$ cat src/rtl/lsu_pkg.sv
// rtl/lsu_pkg.sv - shared types and funct3 codes for the load/store unit
package lsu_pkg;

    typedef enum logic [2:0] {
        IDLE,
        LOAD,
        RMW_RD,
        STORE,
        RESP
    } lsu_state_t;

    localparam logic [2:0] F3_B  = 3'b000;
    localparam logic [2:0] F3_H  = 3'b001;
    localparam logic [2:0] F3_W  = 3'b010;
    localparam logic [2:0] F3_BU = 3'b100;
    localparam logic [2:0] F3_HU = 3'b101;

endpackage

$ cat src/rtl/lsu_align.sv
// rtl/lsu_align.sv - lane extract/extend, store merge and access legality check
module lsu_align
    import lsu_pkg::*;
(
    input  logic        chk_store,
    input  logic [2:0]  chk_funct3,
    input  logic [1:0]  chk_lane,
    output logic        err,
    input  logic [31:0] rd_word,
    input  logic [1:0]  lane,
    input  logic [2:0]  funct3,
    output logic [31:0] load_data,
    input  logic [31:0] old_word,
    input  logic [31:0] wdata,
    output logic [31:0] store_word
);

    logic        illegal;
    logic        misaligned;
    logic [31:0] shifted;

    always_comb begin
        if (chk_store) begin
            illegal = chk_funct3[2] || (chk_funct3 == 3'b011);
        end else begin
            illegal = (chk_funct3 == 3'b011) || (chk_funct3 == 3'b110) || (chk_funct3 == 3'b111);
        end
        misaligned = ((chk_funct3[1:0] == 2'b01) && chk_lane[0]) ||
                     ((chk_funct3[1:0] == 2'b10) && (chk_lane != 2'b00));
        err = illegal || misaligned;
    end

    assign shifted = rd_word >> {lane, 3'b000};

    always_comb begin
        case (funct3)
            F3_B:    load_data = {{24{shifted[7]}}, shifted[7:0]};
            F3_BU:   load_data = {24'h0, shifted[7:0]};
            F3_H:    load_data = {{16{shifted[15]}}, shifted[15:0]};
            F3_HU:   load_data = {16'h0, shifted[15:0]};
            default: load_data = shifted;
        endcase
    end

    // Sub-word stores patch the lane(s) of the previously read word.
    always_comb begin
        store_word = old_word;
        case (funct3)
            F3_B:    store_word[{lane, 3'b000} +: 8] = wdata[7:0];
            F3_H:    store_word[{lane[1], 4'b0000} +: 16] = wdata[15:0];
            default: store_word = wdata;
        endcase
    end

endmodule

$ cat src/rtl/load_store_unit.sv
// rtl/load_store_unit.sv - single-outstanding load/store initiator with RMW sub-word stores
module load_store_unit
    import lsu_pkg::*;
#(
    parameter int DEPTH_W = 10
) (
    input  logic        clk,
    input  logic        rst,
    input  logic        req_valid,
    output logic        req_ready,
    input  logic        req_store,
    input  logic [2:0]  req_funct3,
    input  logic [31:0] req_addr,
    input  logic [31:0] req_wdata,
    output logic        resp_valid,
    output logic [31:0] resp_rdata,
    output logic        resp_err,
    output logic        mem_we,
    output logic [31:0] mem_addr,
    output logic [31:0] mem_wd,
    input  logic [31:0] mem_rd
);

    lsu_state_t         state, state_nxt;
    logic [2:0]         f3_q;
    logic [DEPTH_W+1:0] addr_q;
    logic [31:0]        wdata_q;
    logic [31:0]        merge_q;
    logic               req_err;
    logic [31:0]        load_data;
    logic [31:0]        store_word;
    logic               unused_addr_hi;

    assign unused_addr_hi = ^req_addr[31:DEPTH_W+2];

    lsu_align u_align (
        .chk_store  (req_store),
        .chk_funct3 (req_funct3),
        .chk_lane   (req_addr[1:0]),
        .err        (req_err),
        .rd_word    (mem_rd),
        .lane       (addr_q[1:0]),
        .funct3     (f3_q),
        .load_data  (load_data),
        .old_word   (merge_q),
        .wdata      (wdata_q),
        .store_word (store_word)
    );

    always_comb begin
        state_nxt = state;
        case (state)
            IDLE: begin
                if (req_valid) begin
                    if (req_err)               state_nxt = RESP;
                    else if (!req_store)       state_nxt = LOAD;
                    else if (req_funct3 == F3_W) state_nxt = STORE;
                    else                       state_nxt = RMW_RD;
                end
            end
            LOAD:    state_nxt = RESP;
            RMW_RD:  state_nxt = STORE;
            STORE:   state_nxt = RESP;
            RESP:    state_nxt = IDLE;
            default: state_nxt = IDLE;
        endcase
    end

    always_ff @(posedge clk or posedge rst) begin
        if (rst) begin
            state      <= IDLE;
            f3_q       <= 3'b000;
            addr_q     <= '0;
            wdata_q    <= 32'h0;
            merge_q    <= 32'h0;
            resp_rdata <= 32'h0;
            resp_err   <= 1'b0;
        end else begin
            state <= state_nxt;
            case (state)
                IDLE: begin
                    if (req_valid) begin
                        f3_q    <= req_funct3;
                        addr_q  <= req_addr[DEPTH_W+1:0];
                        wdata_q <= req_wdata;
                        // Response fields only change on the way into RESP.
                        if (req_err) begin
                            resp_rdata <= 32'h0;
                            resp_err   <= 1'b1;
                        end
                    end
                end
                LOAD: begin
                    resp_rdata <= load_data;
                    resp_err   <= 1'b0;
                end
                RMW_RD: merge_q <= mem_rd;
                STORE: begin
                    resp_rdata <= 32'h0;
                    resp_err   <= 1'b0;
                end
                default: ;
            endcase
        end
    end

    // All handshake and memory strobes decode from the state register alone.
    always_comb begin
        req_ready  = (state == IDLE);
        resp_valid = (state == RESP);
        mem_we     = (state == STORE);
        mem_addr   = 32'h0;
        mem_wd     = 32'h0;
        if (state == LOAD || state == RMW_RD || state == STORE) begin
            mem_addr = {{(32-DEPTH_W){1'b0}}, addr_q[DEPTH_W+1:2]};
        end
        if (state == STORE) begin
            mem_wd = store_word;
        end
    end

endmodule

$ cat config.mk
export PLATFORM = sky130hd
export DESIGN_NAME = load_store_unit
export DESIGN_NICKNAME = d
export VERILOG_FILES = /design/src/rtl/lsu_pkg.sv /design/src/rtl/lsu_align.sv /design/src/rtl/load_store_unit.sv
export SDC_FILE = /design/constraint.sdc
export NUM_CORES = 1
export LEC_CHECK = 0
export BUFFER_PORTS_ARGS = -buffer_cell sky130_fd_sc_hd__buf_2
export CORE_ASPECT_RATIO = 1.4
export CORE_MARGIN = 2
export CORE_UTILIZATION = 45
export CTS_BUF_LIST = sky130_fd_sc_hd__clkbuf_16
export DETAILED_ROUTE_END_ITERATION = 6
export PLACE_DENSITY = 0.75
export SLEW_MARGIN = 5
export SYNTH_ARGS = -nofsm -noshare
export SYNTH_HDL_FRONTEND = slang
export SYNTH_HIERARCHICAL = 1
export SYNTH_SLANG_ARGS = --single-unit
$ cat constraint.sdc
create_clock -name clk -period 3.5 [get_ports clk]
set_clock_uncertainty 0.1 [all_clocks]
set_input_delay 0.175 -clock clk [delete_from_list [all_inputs] [get_ports clk]]
set_output_delay 0.175 -clock clk [all_outputs]
set_load 0.1 [all_outputs]
# Yosys cells after proc, flatten, opt, wreduce, memory -nomap -nowiden
# Cells that the tools add are included.
# Widths: inputs -> output; s select.
[op_classes] shift=5 n_reduce_logical=18 eq_ne=15 add_sub_neg=2 mux=18
[op_table] operator="$pmux 32 s4" n=1
[op_table] operator="$mux 32" n=3
[op_table] operator="$pmux 32 s3" n=1
[op_table] operator="$bwmux 32" n=2
[op_table] operator="$pmux 32 s2" n=1
[op_table] operator="$shift 16x7->32 const A" n=1
[op_table] operator="$shift 8x7->32 const A" n=1
[op_table] operator="$shiftx 16x7->32" n=1
[op_table] operator="$shiftx 8x7->32" n=1
[op_table] operator="$shr 32x5->32" n=1
[op_table] operator="$eq 3x3->1 const B" n=5
[op_table] operator="$neg 5->7" n=2
[op_table] operator="$eq 3x2->1 const B" n=4
[op_table] operator="$mux 10" n=1
[op_table] operator="$pmux 3 s3" n=1
[op_table] operator="$logic_or 1x1->1" n=7
[op_table] operator="$eq 3x1->1 const B" n=2
[op_table] operator="$logic_not 3->1" n=2
[op_table] operator="$mux 3" n=2
[op_table] operator="$reduce_and 3->1" n=2
[op_table] operator="$mux 1" n=4
[op_table] operator="$reduce_bool 2->1" n=2
[op_table] operator="$reduce_bool 3->1" n=1
[op_table] operator="$eq 2x1->1 const B" n=1
[op_table] operator="8 further kinds" n=9
[word_totals] elab_cells=65 reg_bits=115 out_inout_bits=100 in_bits=103

# Logic depth before layout (Yosys ltp)
# Gate-level depths: netlist of the first run.
[depth] depth_word=8 depth_mapped=10 depth_no_buf=7

# Hierarchy
# The synthesis of the first run kept the hierarchy.
[modules_own_cells] module="load_store_unit" n_inst=1 area_per_inst_um2=4850.9 seq_area_each_um2=2877.8 cells_per_inst=341
[modules_own_cells] module="lsu_align" n_inst=1 area_per_inst_um2=1969.4 seq_area_each_um2=0.0 cells_per_inst=280

# Worst setup path before layout of the first run
# OpenSTA, ideal clock, no wires.
[synth_timing] path_kind="register -> output" start="register state[1]" end="output port resp_valid" path_slack_ps=389 arrival_time_ps=2836 t_required_ps=3225 path_buffers=1 path_stages_with_launch=3 cell_sequence="dfrtp_1 > clkbuf_1 > nor3b_1"
[synth_between] elab_chain_cells=1
[synth_rtl] item="from (decl)" line_no="load_store_unit.sv:24" source="lsu_state_t state, state_nxt;"
[synth_rtl] item="from (signal assigned)" line_no="load_store_unit.sv:79" source="state <= state_nxt;"
[synth_rtl] item="$eq 3x3->1" line_no="load_store_unit.sv:110" source="resp_valid = (state == RESP);"
[synth_rtl] item="to (decl)" line_no="load_store_unit.sv:15" source="output logic resp_valid,"
# No other way between the ends.

# Worst setup path after layout of the first run
[layout_timing] start="register addr_q[0]" end="output port mem_wd[31]"
[layout_between] elab_chain_cells=5 word_cells_on_any_way=6 cone_classes="add/sub: 1; shift: 2; mux: 3"
[layout_rtl] item="from (decl)" line_no="load_store_unit.sv:26" source="logic [DEPTH_W+1:0] addr_q;"
[layout_rtl] item="from (signal assigned)" line_no="load_store_unit.sv:84" source="addr_q <= req_addr[DEPTH_W+1:0];"
[layout_rtl] item="$neg 5->7 *" line_no="lsu_align.sv:49" source="F3_B: store_word[{lane, 3'b000} +: 8] = wdata[7:0];"
[layout_rtl] item="$shiftx 8x7->32 or $shift 8x7->32 (tied branches)" line_no="lsu_align.sv:49"
[layout_rtl] item="$bwmux 32 *" line_no="lsu_align.sv:49"
[layout_rtl] item="$pmux 32 s2 *" line_no="lsu_align.sv:48" source="case (funct3)"
[layout_rtl] item="net store_word[31]" line_no="load_store_unit.sv:31" source="logic [31:0] store_word;"
[layout_rtl] item="$mux 32 *" line_no="load_store_unit.sv:117" source="if (state == STORE) begin"
[layout_rtl] item="to (decl)" line_no="load_store_unit.sv:20" source="output logic [31:0] mem_wd,"
# Mark *: on every way through the listed nets, which the timed path passes. The rest lies on a longest branch.

==> results.toml, run 1 <==
[yosys]
synth_top_area_share_pct = 42.2
synth_common_cells = "dfrtp_1 (115), mux2_2 (84), a32o_1 (32), and3_1 (32)"
synth-seq-cells = 115
syn_inst = 621
avgSynthCellArea_sq_um = 11.0
yosys.cell_types.count = 54
ys_seq_area_share_pct = 42.2
ys_async_sr_fraction_pct = 100
synth_warnings = 6
synth_area_leader_cell = "dfrtp_1"
syn-cell-area_sq_um = 6820
synthFlopType = "dfrtp_1"
yosysMostFrequentCell = "dfrtp_1"
synth-edff-count = 0
yosys-top-cells-area = "dfrtp_1 (42%), mux2_2 (14%), a32o_1 (4.7%)"

[clocking]
clockBufferDepth = 2
insertion_delay_ns = 0.41
clk_pin_slew_ns = 0.05
cts_tree = "built"
cts-buffers-inserted = 17
post_cts_buffers = 0
cts_root_buf = "clkbuf_16"
htree_levels = 4
clock-sinks = 115
ctsResizeCount = 0
ctsHoldBuffers = 81

[critical_path]
startpoint = "addr_q[0]"
cp_cell_sequence = "buf_4, ha_1, clkinv_1, nor4_4, a221o_1, a22o_1, and3_1, buf_12"
arrival_ns = 2.87
worstPathMaxFanout = 40
worstSetupEndpointType = "primary output"
start_kind = "flop"
slowest_delay_ns = 0.43
critical_path_class = "reg2out"
slowest_stage = "buf_4"
cp.required_ns = 3.22
r2r_cells = 6
rr_startpoint = "addr_q[0]"

[floorplan]
core-area_sq_um = 14900
start_util_pct = 45.7
pin_count = 203
dieArea_sq_um = 16200
die_y_um = 150
die_x_um = 108
rows = 53

[power_and_ir_drop]
pwr-share-seq_pct = 28.0
switching_share_pct = 48.6
pwr-share-clk_pct = 18.9
switching_power_w = 0.00463
p_int_w = 0.00490
vdd_drop_max_v = 0.000801
pwr-share-comb_pct = 53.1
p_leak_nw = 4.40
power_density_nw_per_um2 = 1000
power.total_w = 0.00953

[drt]
ant_nets = 0
vias = 6194
avgRoutedWirePerCell_um = 19.8
drt_iter0_markers = 541
drt_wl_total_um = 20700
drtPass1Iterations = 6
routed_via_density = 5.90
route.detailed.drc = 0

[timing]
holdWs_ns = 0.0525
hold_viol_final = 0
rsz0062_at_grt = "no"
period_share_pct = 89.9
finalSetupTns_ns = 0
timing.final.ws_setup_ns = 0.354
min_period_ns = 3.15
worst_pin_slew_ns = 0.853
maxClockFrequency_mhz = 318
slew_violations = 0
setup-violations-final = 0
relSlewSlack_pct = 43.1

[global_route]
grt_util_met1_pct = 31.4
use_met2_pct = 44.3
grt_pass1_vias = 6004
grt-busiest-layer = "met2"
grt_use_total_pct = 25.8
grt_antenna_before_repair = 0
met3_usage_pct = 5.18
overflow = 0
grt_max_degree = 62
grt_pass1_wl_um = 32100

[min_path]
hold_path.class = "in2reg"
hp-start = "req_store"
hold_depth = 3

[finish]
drive_gt1_share_pct = 36.3
utilization_pct = 63.8
nNetsFinal = 952
num_antenna_cells = 0
syn2layout_area_growth_pct = 39.7

[flow_run]
drv_cap = 0

[status]
status = "completed"

[placed_design]
pre_cts_ws_ns = 0.792
routabilityCongestion = 0.859
dp_hpwl_um = 13700
io_buffer_count = 160
-- cell type report --
type	count	area, sq um
clock buffer	17	425
multi-input combinational	442	3530
timing repair buffer	258	2220
fill	1173	5400
tap	192	240
sequential	115	2880
inverter	10	40.0
clock inverter	15	189
-- stage by stage --
step / instances / area, sq um
after floorplan: 642 / 6900
after global placement: 936 / 8100
after detailed placement: 936 / 8100
after CTS: 1049 / 9530
after global routing: 1049 / 9530
final: 1049 / 9530
-- worst max-delay path: cells and delay by family (launching register included) --
family | cells | cell delay [ns]
adder cells (fa/ha/maj) | 1 | 0.24
AND/OR/NAND/NOR | 2 | 0.63
flip-flops | 1 | 0.34
buffers and inverters | 3 | 0.86
AO/OA/AOI/OAI | 2 | 0.37
-- state kept, by name (all words and copies together) (netlist names) --
signal	count
addr_q	12
f3_q	3
merge_q	32
resp_err	1
resp_rdata	32
state	3
wdata_q	32
-- cell usage in the layout (no fill, tap or decap), drive strengths merged, types with 21 or more instances in the layout --
cell / Yosys / routed
a21oi: 26 / 26
and3: 32 / 32
buf: 55 / 177
a22o: 24 / 24
mux2: 86 / 86
nor2: 21 / 21
a32o: 32 / 32
dlygate4sd3: 0 / 81
dfrtp: 115 / 115
conb: 1 / 22
mux2i: 28 / 28
nand2: 29 / 29
-- power by group through the flow --
stage / Combinational, W / Clock (W) / Sequential, W
CTS: 0.00501 / 0.00182 / 0.00263
finish: 0.00506 / 0.00180 / 0.00267
global route: 0.00536 / 0.00189 / 0.00274
global placement: 0.00487 / 0 / 0.00261
floorplan: 0.00327 / 0 / 0.00332
detailed placement: 0.00492 / 0 / 0.00264
-- layer usage --
| metal | share of wire [%] | wire [um] | up-vias |
|---|---|---|---|
| met5 | 0 | 0 | - |
| met4 | 3.2 | 656 | 0 |
| met3 | 6.7 | 1390 | 55 |
| met2 | 51 | 10600 | 320 |
| met1 | 39 | 8050 | 3041 |
| li1 | - | - | 2778 |
-- path summary, 6_finish.rpt --
check                                 endpoint  slack (ns)
worst max-delay path                mem_wd[31]        0.35
worst min-delay path                  state[0]        0.05
worst max register to register  resp_rdata[22]        0.99
worst min register to register      addr_q[10]        0.40
max in group asynchronous           wdata_q[7]        1.99
min in group asynchronous       resp_rdata[21]        0.35
-- kinds of logic after synthesis --
| group | count (synthesis) | synth area share (%) |
|---|---|---|
| compound gates | 159 | 19.0 |
| fa+ha+maj | 5 | 0.917 |
| buf+inv | 85 | 7.36 |
| flops | 115 | 42.2 |
| mux | 114 | 18.3 |
| other cells | 1 | 0.0550 |
| simple gates | 142 | 12.2 |
(Power assumes the default switching activity.)
==> run 2, diff against run 1 <==
--- a/config.mk
+++ b/config.mk
@@ -8,10 +8,10 @@
 export BUFFER_PORTS_ARGS = -buffer_cell sky130_fd_sc_hd__buf_2
 export CORE_ASPECT_RATIO = 1.4
 export CORE_MARGIN = 2
-export CORE_UTILIZATION = 45
+export CORE_UTILIZATION = 30
 export CTS_BUF_LIST = sky130_fd_sc_hd__clkbuf_16
 export DETAILED_ROUTE_END_ITERATION = 6
-export PLACE_DENSITY = 0.75
+export PLACE_DENSITY = 0.52
 export SLEW_MARGIN = 5
 export SYNTH_ARGS = -nofsm -noshare
 export SYNTH_HDL_FRONTEND = slang
==> constraint.sdc (replaced) <==
create_clock -name clk -period 3.4 [get_ports clk]
set_clock_uncertainty 0.1 [all_clocks]
set_input_delay 0.17 -clock clk [delete_from_list [all_inputs] [get_ports clk]]
set_output_delay 0.17 -clock clk [all_outputs]
set_load 0.1 [all_outputs]
==> run 2 against run 1 <==
- global-route usage fell by 7.3 points
- highest routed layer unchanged
- non-clock buffer count rose by 1
- count of clock-buffer cells in the layout did not move
- die area rose by 48%
==> results.toml, run 2 (same netlist as run 1, synthesis figures left out) <==
[finish]
syn2layout_area_growth_pct = 41.4
final_cell_mix = "buf_2 (128), dfrtp_1 (113), mux2_2 (84), dlygate4sd3_1 (81), buf_12 (33)"
multi_input_area_sq_um = 3530
instances_no_fill = 1159
num_antenna_cells = 0
fill_cells = 2207
drive_gt1_share_pct = 35.9
biggestRegsByFlops = "merge_q x32, resp_rdata x32, wdata_q x32"
layout_commonest_cell = "buf_2"
regArea_sq_um = 2880
nNetsFinal = 953

[drt]
routed_via_density = 5.14
ant_nets = 0
drt_wl_total_um = 22000
avgRoutedWirePerCell_um = 19.0
route.detailed.drc = 0
drtPass1Iterations = 5
vias = 5957
drt_iter0_markers = 352

[status]
status = "completed"

[floorplan]
dieArea_sq_um = 24000
core-area_sq_um = 22400
die_x_um = 131
rows = 65
die_y_um = 182
pin_count = 203
start_util_pct = 30.4

[critical_path]
cp.required_ns = 3.13
worstPathMaxFanout = 40
arrival_ns = 2.87
r2r_end = "resp_rdata[18]"
worstSetupEndpointType = "primary output"
start_kind = "flop"
rr_startpoint = "addr_q[0]"
critical_path_class = "reg2out"
rrSetupSlack_ns = 0.89
r2r_cells = 6

[clocking]
htree_levels = 4
clk_pin_slew_ns = 0.05
cts_root_buf = "clkbuf_16"
clock-sinks = 115
ctsResizeCount = 0
insertion_delay_ns = 0.41
cts_tree = "built"
clockBufferDepth = 2
cts-buffers-inserted = 17

[global_route]
grt_max_degree = 72
grt_pass1_vias = 6036
grt_antenna_before_repair = 0
grt_use_total_pct = 18.5
grt_pass1_wl_um = 34500
overflow = 0

[timing]
maxClockFrequency_mhz = 318
finalSetupTns_ns = 0
timing.final.ws_setup_ns = 0.258
setup-violations-final = 0
worst_pin_slew_ns = 0.657
relSlewSlack_pct = 56.0
holdWs_ns = 0.0650
slew_violations = 0
min_period_ns = 3.14
rsz0062_at_grt = "no"
hold_viol_final = 0
period_share_pct = 92.4

[power_and_ir_drop]
power.total_w = 0.00972
power_density_nw_per_um2 = 1010
p_leak_nw = 4.41
vdd_drop_max_v = 0.000691

[placed_design]
io_buffer_count = 160
dp.cells = 1045
routabilityCongestion = 0.839
pre_cts_ws_ns = 0.609
dp_hpwl_um = 15500

[min_path]
hold_depth = 3
holdPathEnd = "state[0]"
hp-start = "req_store"
hold_path.class = "in2reg"

[flow_run]
drv_cap = 0
==> run 2: timing repair <==
action / in CTS / in global routing
buffers inserted: 0 / 1
hold buffers: 81 / 0
endpoints found under the hold margin: 124 / 0
setup endpoints to repair: 0 / 8
==> run 2: worst max-delay path by stage <==
stage               startpoint         end  slack (ns)  cells past startpoint
finish               addr_q[0]  mem_wd[31]        0.26                      9
detailed placement   addr_q[0]  mem_wd[31]        0.61                      8
CTS                  addr_q[0]  mem_wd[31]        0.15                      8
global placement     addr_q[0]  mem_wd[31]        0.59                      8
global route         addr_q[0]  mem_wd[27]        0.07                      9
floorplan                  rst   addr_q[0]        0.09                      1
==> run 2: layer usage <==
layer,part of all wire [%],vias up,GRT usage [%]
met5,0,-,0
met4,2.4,0,7.00
met3,4.5,29,3.56
met2,50,200,31.9
met1,43,2944,23.0
li1,-,2784,-
==> run 2: report_power, final <==
group          leakage (nW)  internal, W  switching (W)
Combinational          2.70      0.00183        0.00342
Clock                 0.291      0.00113       0.000626
Sequential             1.41      0.00201       0.000711
Total                  4.41      0.00496        0.00475
==> run 2: cell type report <==
class,count,area share (%)
repair buffers,259,23.2
clock inverters,15,1.53
inverters,10,0.415
well taps,301,3.91
clock buffers,17,4.41
multi-input cells,442,36.6
flip-flops and latches,115,29.9
==> run 2: metrics by stage <==
| stage | utilization (%) | cell area, sq um |
|---|---|---|
| detailed placement | 36.8 | 8250 |
| floorplan | - | 6900 |
| CTS | 42.9 | 9630 |
| global route | 42.9 | 9640 |
| global placement | 36.8 | 8250 |
| finish | 42.9 | 9640 |
==> run 2: critical path, cell delays in order, from the launching register on <==
cell,delay (ns)
dfrtp_1,0.34
buf_4,0.44
ha_1,0.24
clkinv_1,0.27
nor4_4,0.28
buf_4,0.21
a221o_1,0.15
a22o_1,0.13
and3_1,0.21
buf_12,0.18
==> run 3, diff against run 2 <==
--- a/config.mk
+++ b/config.mk
@@ -5,13 +5,14 @@
 export SDC_FILE = /design/constraint.sdc
 export NUM_CORES = 1
 export LEC_CHECK = 0
-export BUFFER_PORTS_ARGS = -buffer_cell sky130_fd_sc_hd__buf_2
+export BUFFER_PORTS_ARGS = -buffer_cell sky130_fd_sc_hd__buf_4
 export CORE_ASPECT_RATIO = 1.4
 export CORE_MARGIN = 2
 export CORE_UTILIZATION = 30
-export CTS_BUF_LIST = sky130_fd_sc_hd__clkbuf_16
+export CTS_BUF_LIST = sky130_fd_sc_hd__clkbuf_4 sky130_fd_sc_hd__clkbuf_8
 export DETAILED_ROUTE_END_ITERATION = 6
 export PLACE_DENSITY = 0.52
+export SKIP_CTS_REPAIR_TIMING = 1
 export SLEW_MARGIN = 5
 export SYNTH_ARGS = -nofsm -noshare
 export SYNTH_HDL_FRONTEND = slang
==> run 3 against run 2 <==
- maximum frequency grew 1.1%
- setup slack better by 0.034 ns
- flip-flop and latch count unchanged
- non-clock buffer count is 3 higher
- via count rose by 0.17%
- largest power group unchanged
- highest routed layer unchanged
==> results.toml, run 3 (same netlist as run 1, synthesis figures left out) <==
[status]
status = "completed"

[floorplan]
start_util_pct = 30.4
die_x_um = 131
dieArea_sq_um = 24000
core-area_sq_um = 22400
rows = 65
die_y_um = 182
pin_count = 203

[min_path]
hold_path.class = "in2reg"
hp-start = "req_store"
hold_depth = 3
holdPathEnd = "state[1]"

[timing]
min_period_ns = 3.11
slew_violations = 0
hold_viol_final = 0
worst_pin_slew_ns = 0.859
maxClockFrequency_mhz = 322
setup-violations-final = 0
rsz0062_at_grt = "no"
finalSetupTns_ns = 0
relSlewSlack_pct = 42.5
period_share_pct = 91.4

[clocking]
clockBufferDepth = 2
cts_tree = "built"
htree_levels = 4
insertion_delay_ns = 0.44
clock-sinks = 115
clk_pin_slew_ns = 0.07
cts_root_buf = "clkbuf_8"
cts-buffers-inserted = 17

[drt]
vias = 5967
drt_iter0_markers = 322
avgRoutedWirePerCell_um = 19.1
route.detailed.drc = 0
drtPass1Iterations = 5
ant_nets = 0
routed_via_density = 5.14
drt_wl_total_um = 22200

[finish]
fill_cells = 2217
nNetsFinal = 956
multi_input_area_sq_um = 3530
num_antenna_cells = 0
biggestRegsByFlops = "merge_q x32, resp_rdata x32, wdata_q x32"
regArea_sq_um = 2880
stdcell_area_sq_um = 9450
layout_commonest_cell = "buf_4"
drive_gt1_share_pct = 36.7
utilization_pct = 42.1
syn2layout_area_growth_pct = 38.6
final_cell_mix = "buf_4 (180), dfrtp_1 (113), mux2_2 (84), dlygate4sd3_1 (81)"

[global_route]
grt_pass1_vias = 5608
grt_antenna_before_repair = 0
overflow = 0
grt_max_degree = 59
grt_pass1_wl_um = 33300
grt_use_total_pct = 18.0

[critical_path]
r2r_end = "resp_rdata[19]"
worstPathMaxFanout = 40
cp.required_ns = 3.13
arrival_ns = 2.84
r2r_cells = 4
rr_startpoint = "f3_q[0]"
rrSetupSlack_ns = 0.95
start_kind = "flop"
critical_path_class = "reg2out"
worstSetupEndpointType = "primary output"

[power_and_ir_drop]
p_leak_nw = 4.35
power_density_nw_per_um2 = 1010
vdd_drop_max_v = 0.000686

[placed_design]
postPlaceCellArea_sq_um = 8180
routabilityCongestion = 0.809
io_buffer_count = 160
dp_hpwl_um = 15800

[flow_run]
drv_cap = 0
run 3: cell count changes in the layout (fill, tap and decap cells not counted), moves of 4 or more:
cell       change
buf_4        +163
buf_2        -128
buf_12        -33
clkbuf_8      +20
clkbuf_16     -17
clkinv_1       -4
run 3: worst max-delay path by stage:
stage	startpoint	slack [ns]	end	cells after the start
floorplan	rst	0.09	addr_q[0]	1
global placement	addr_q[0]	0.59	mem_wd[25]	8
detailed placement	addr_q[0]	0.57	mem_wd[25]	8
CTS	addr_q[0]	0.07	mem_wd[25]	8
global route	addr_q[0]	0.08	mem_wd[24]	9
finish	addr_q[0]	0.29	mem_wd[25]	9
run 3: final cells by class:
class / instances / share of cell area [%]
clock inverter: 9 / 1.60
sequential: 115 / 30.5
clock buffer: 23 / 3.15
multi-input combinational: 442 / 37.4
inverter: 10 / 0.424
tap: 301 / 3.99
timing repair buffer: 262 / 23.0
run 3: worst max-delay path, cell delays in order, from the launching register on:
cell      delay [ns]
dfrtp_1         0.36
buf_6           0.33
ha_1            0.21
clkinv_1        0.27
nor4_4          0.28
buf_4           0.20
a221o_1         0.18
a22o_1          0.12
and3_1          0.14
buf_4           0.29
run 3: where the power goes:
part | switching (W) | internal (W)
Clock | 0.000568 | 0.000880
Combinational | 0.00340 | 0.00195
Sequential | 0.000767 | 0.00200
Total | 0.00473 | 0.00483
run 3: routing by layer:
metal	global-route usage, %	routed length (um)	up-vias
li1	-	-	2789
met1	22.3	9440	2903
met2	29.7	10900	233
met3	3.44	1150	42
met4	9.39	772	0
met5	0	0	-
run 3: metrics by stage:
stage / setup WS, ns / instances / hold WS (ns) / total power [W]
after detailed placement: 0.567 / 1048 / 0.265 / 0.00802
after global placement: 0.589 / 1048 / 0.262 / 0.00799
after global routing: 0.0831 / 1162 / 0.0157 / 0.0101
final: 0.292 / 1162 / 0.00503 / 0.00956
after floorplan: 0.0859 / 642 / 0.205 / 0.00678
after CTS: 0.0662 / 1080 / -0.222 / 0.00952
